File: config.mk
export PLATFORM = sky130hd
export DESIGN_NAME = regfile_dumper
export DESIGN_NICKNAME = d
export VERILOG_FILES = /design/src/rtl/rf_pkg.sv /design/src/rtl/regfile_dumper.sv
export SDC_FILE = /design/constraint.sdc
export NUM_CORES = 1
export LEC_CHECK = 0
export BUFFER_PORTS_ARGS = -buffer_cell sky130_fd_sc_hd__buf_4
export CAP_MARGIN = 20
export CORE_ASPECT_RATIO = 0.7
export CORE_UTILIZATION = 50
export DETAILED_ROUTE_END_ITERATION = 8
export PLACE_DENSITY = 0.84
export SLEW_MARGIN = 20
export SYNTH_ARGS = -nofsm -noshare
export SYNTH_HDL_FRONTEND = slang
export SYNTH_SLANG_ARGS = --single-unit
File: constraint.sdc
create_clock -name clk -period 4.84 [get_ports clk]
set_input_delay 0.968 -clock clk [delete_from_list [all_inputs] [get_ports clk]]
set_output_delay 0.968 -clock clk [all_outputs]
set_load 0.05 [all_outputs]
File: src/rtl/rf_pkg.sv
// rf_pkg: shared register-file address width and dumper state encoding
package rf_pkg;
  localparam int REG_ADDR_W = 5;
  typedef enum logic [1:0] {IDLE, READ, SEND, FINISH} state_t;
endpackage

File: src/rtl/regfile_dumper.sv
// regfile_dumper: on start, reads registers 0..NUM_REGS-1 via rf_read_reg/rf_data and streams them as out_valid/out_ready beats (out_data/out_index/out_last); abort cancels, busy/done report status
module regfile_dumper import rf_pkg::*; #(
  parameter int NUM_REGS = 32,
  parameter int DATA_W   = 32
) (
  input  logic                  clk,
  input  logic                  reset_n,
  input  logic                  start,
  input  logic                  abort,
  output logic [REG_ADDR_W-1:0] rf_read_reg,
  input  logic [DATA_W-1:0]     rf_data,
  output logic                  out_valid,
  input  logic                  out_ready,
  output logic [DATA_W-1:0]     out_data,
  output logic [REG_ADDR_W-1:0] out_index,
  output logic                  out_last,
  output logic                  busy,
  output logic                  done
);
  state_t state, nxt;
  logic [REG_ADDR_W-1:0] idx;
  logic last;
  assign last = idx == REG_ADDR_W'(NUM_REGS - 1);
  always_comb begin
    nxt = state == IDLE ? (start ? READ : IDLE) :
          state == READ ? (abort ? IDLE : SEND) :
          state == SEND ? (abort ? IDLE : !out_ready ? SEND : last ? FINISH : READ) :
          IDLE;
    rf_read_reg = state == READ ? idx : '0;
    out_valid   = state == SEND;
    busy        = state != IDLE;
    done        = state == FINISH;
  end
  always_ff @(posedge clk or negedge reset_n)
    if (!reset_n) begin
      state     <= IDLE;
      idx       <= '0;
      out_data  <= '0;
      out_index <= '0;
      out_last  <= 1'b0;
    end else begin
      state <= nxt;
      if (state == IDLE && start) idx <= '0;
      else if (state == SEND && out_ready && !abort && !last) idx <= idx + 1'b1;
      if (state == READ) begin
        out_data  <= rf_data;
        out_index <= idx;
        out_last  <= last;
      end
    end
endmodule

==> run metrics <==
Slew @ Worst Pin 0.6289 ns; total track usage 20.28%; DRC 0; hold depth 1; Period minus WS final 2.975 ns; Mapped Area 1902 sq um; Final WS setup 1.865 ns; Initial DRC Count 93; leakage power 1.279 nW; final setup TNS 0 ns; antenna-violating nets left 0; Slew Limit Fails 0; initial antenna violation count 0; clock latency on the worst-skew pair 0.29 ns; RSZ-0062 raised after global routing no; Post-synth EDFFs 0; Top Family by Delay on Critical Path simple AND/OR/NAND/NOR gates; startpoint types flip-flop; Via density 5.139; synth cell count leaders dfrtp_1 (45), mux2_2 (38), nand2_1 (7); xor/xnor cell area share of the yosys netlist 0%; Setup Buffers After CTS 0; sequential fraction of the synthesis area 59.21%; Power Dens Cells 521.1 nW/um^2; maximum VDD drop 354.0 uV; beginning of the worst hold path out_data[15]; CTS resizes 0; largest net degree at the start of global routing 46; clock network power share 15.5%; Area contributors post-synth dfrtp_1 (59%), mux2_2 (22%), buf_6 (2.4%), and2_1 (1.6%), nand2_1 (1.4%); Crit. End Element output port; Post-Route WL 3845 um; Yosys cell types 28; mux share of post-synthesis cell area 23.03%; Starting Density 53.11%; Clock Pin Slew Worst Setup and Hold Paths 0.07 ns; Antenna Cells 0; layout cells sized above 1 61.57%; Syn Area/Cell 14.52 sq um; vias in the first global route 1293; P&R area growth vs syn 38.42%; Max Cap Violations 0; Synth Flop Type dfrtp_1; Yosys reg bits 45; Internal Power 790.8 uW; FP Rows 18; post-synthesis cell count 131; CTS tree yes; # clock sinks 45; grt ovf 0; full die area 4058 sq um; Setup WS pre-CTS 1.953 ns; WP buf/inv 2; Clock Path Buffers 2; fraction of registers with async set/reset 100.0%; most frequent cell after synthesis dfrtp_1; DR vias 1367; critical-path maximum fanout 23; hold-fix buffers at CTS 0; Slowest-stage cell, CP nor2b_4; Synth Warn # 0; max incr delay on CP 0.58 ns; DIE HEIGHT 53.60 um; Final Hold Fails 0; cts bufs inserted 5; largest family of logic cells by synthesized area multiplexers; Final Cycle Share 61.46%; Worst slew margin 57.99%; Worst Hold Endpoint out_data[15]; worst hold path class flip-flop to flip-flop; fin nets 254; first-pass GRT wire length 5878 um; reg-to-reg slack, setup 2.73 ns; post-synthesis adder-cell area fraction 1.316%; Worst EP arrival 2.01 ns; Clock Skew 0.005151 ns; switching part of the total power 42.35%; Sequential Power Share 37.7%; FF-to-FF Start idx[0]; H-tree depth 2; Req. time, crit path 3.87 ns; post-synthesis simple-gate area fraction 9.539%; combinational share of power 46.8%; reg2reg end idx[3]; area share of the largest cell type after synthesis 59.21%; number of fill cells 260; outcome complete, no violations; core box area 3581 sq um; critical path cell sequence nor2b_4 -> buf_16 -> and2_1 -> buf_4; area leader, netlist dfrtp_1; Final HPWL DP 2865 um; CTS root buffer clkbuf_8; Net Switching 580.9 uW; upper clock frequency limit 0.3362 GHz; die width 75.72 um; Core Util, Final 73.52%; drt first pass iters 4; fin area 2633 sq um; Synthesized Nets 170; DP Area 2525 sq um; reg2reg path depth 6; DR WL/cell 14.45 um; Setup Viol. Count Final 0; I/O Buffers 82; IO Pins 83; CP Class flip-flop to output port; Synth Area in Compound Gates 3.750%; routability cong. 0.8488
==> power groups by stage <==
stage | logic, mW | clock network [mW] | registers (mW)
2_1_floorplan | 0.142 | 0 | 0.824
3_3_place_gp | 0.629 | 0 | 0.518
3_5_place_dp | 0.640 | 0 | 0.525
4_1_cts | 0.639 | 0.222 | 0.519
5_1_grt | 0.671 | 0.239 | 0.530
6_report | 0.642 | 0.212 | 0.517
==> worst max-delay path by stage <==
stage,startpoint,slack [ns],cells after the start,end
floorplan,state[1],2.61,4,rf_read_reg[0]
global placement,state[1],2.05,3,rf_read_reg[2]
detailed placement,state[1],1.95,3,rf_read_reg[1]
CTS,state[1],1.64,3,rf_read_reg[1]
global route,state[1],1.73,4,rf_read_reg[0]
finish,state[1],1.87,4,rf_read_reg[1]
==> kinds of logic after synthesis <==
group,Yosys count
AOI/OAI and AO/OA,10
adders and majority gates,2
buffers and inverters,6
DFF,45
muxes,39
and+or+nand+nor,29
==> state kept, by name (all words and copies together), names as in the netlist <==
name       flops
state          2
out_last       1
out_data      32
out_index      5
idx            5
==> routing by layer <==
metal  GRT usage [%]  part of all wire (%)  vias up
li1                -                     -      628
met1           23.32                    41      657
met2           32.74                    48       73
met3           7.303                   8.0        9
met4           12.65                   2.5        0
met5               0                     0        -
==> cell usage in the layout, fill, tap and decap left out, types with 2 or more instances in the layout <==
cell type	instances
clkbuf_8	5
clkbuf_1	3
nand3_1	3
a21oi_1	3
o211ai_1	3
buf_4	82
mux2_2	38
ha_1	2
nand2b_1	2
nand2_1	7
dfrtp_1	45
and2_1	5
==> through the flow <==
stage          instances  total power [mW]  hold WS [ns]
3_5_place_dp         257             1.165        0.4978
4_1_cts              265             1.380        0.5152
3_3_place_gp         257             1.147        0.4906
5_1_grt              266             1.439        0.5239
6_report             266             1.372        0.5092
2_1_floorplan        131            0.9653        0.4655
==> layout make-up <==
cell class	instances	area (sq um)	area share (%)
Timing Repair Buffer	83	643.1	24.43
Sequential cell	45	1126	42.78
Multi-Input combinational cell	80	720.7	27.38
Tap cell	50	62.56	2.376
Clock buffer	8	80.08	3.042
No activity file was read; power rests on OpenSTA's default activity.
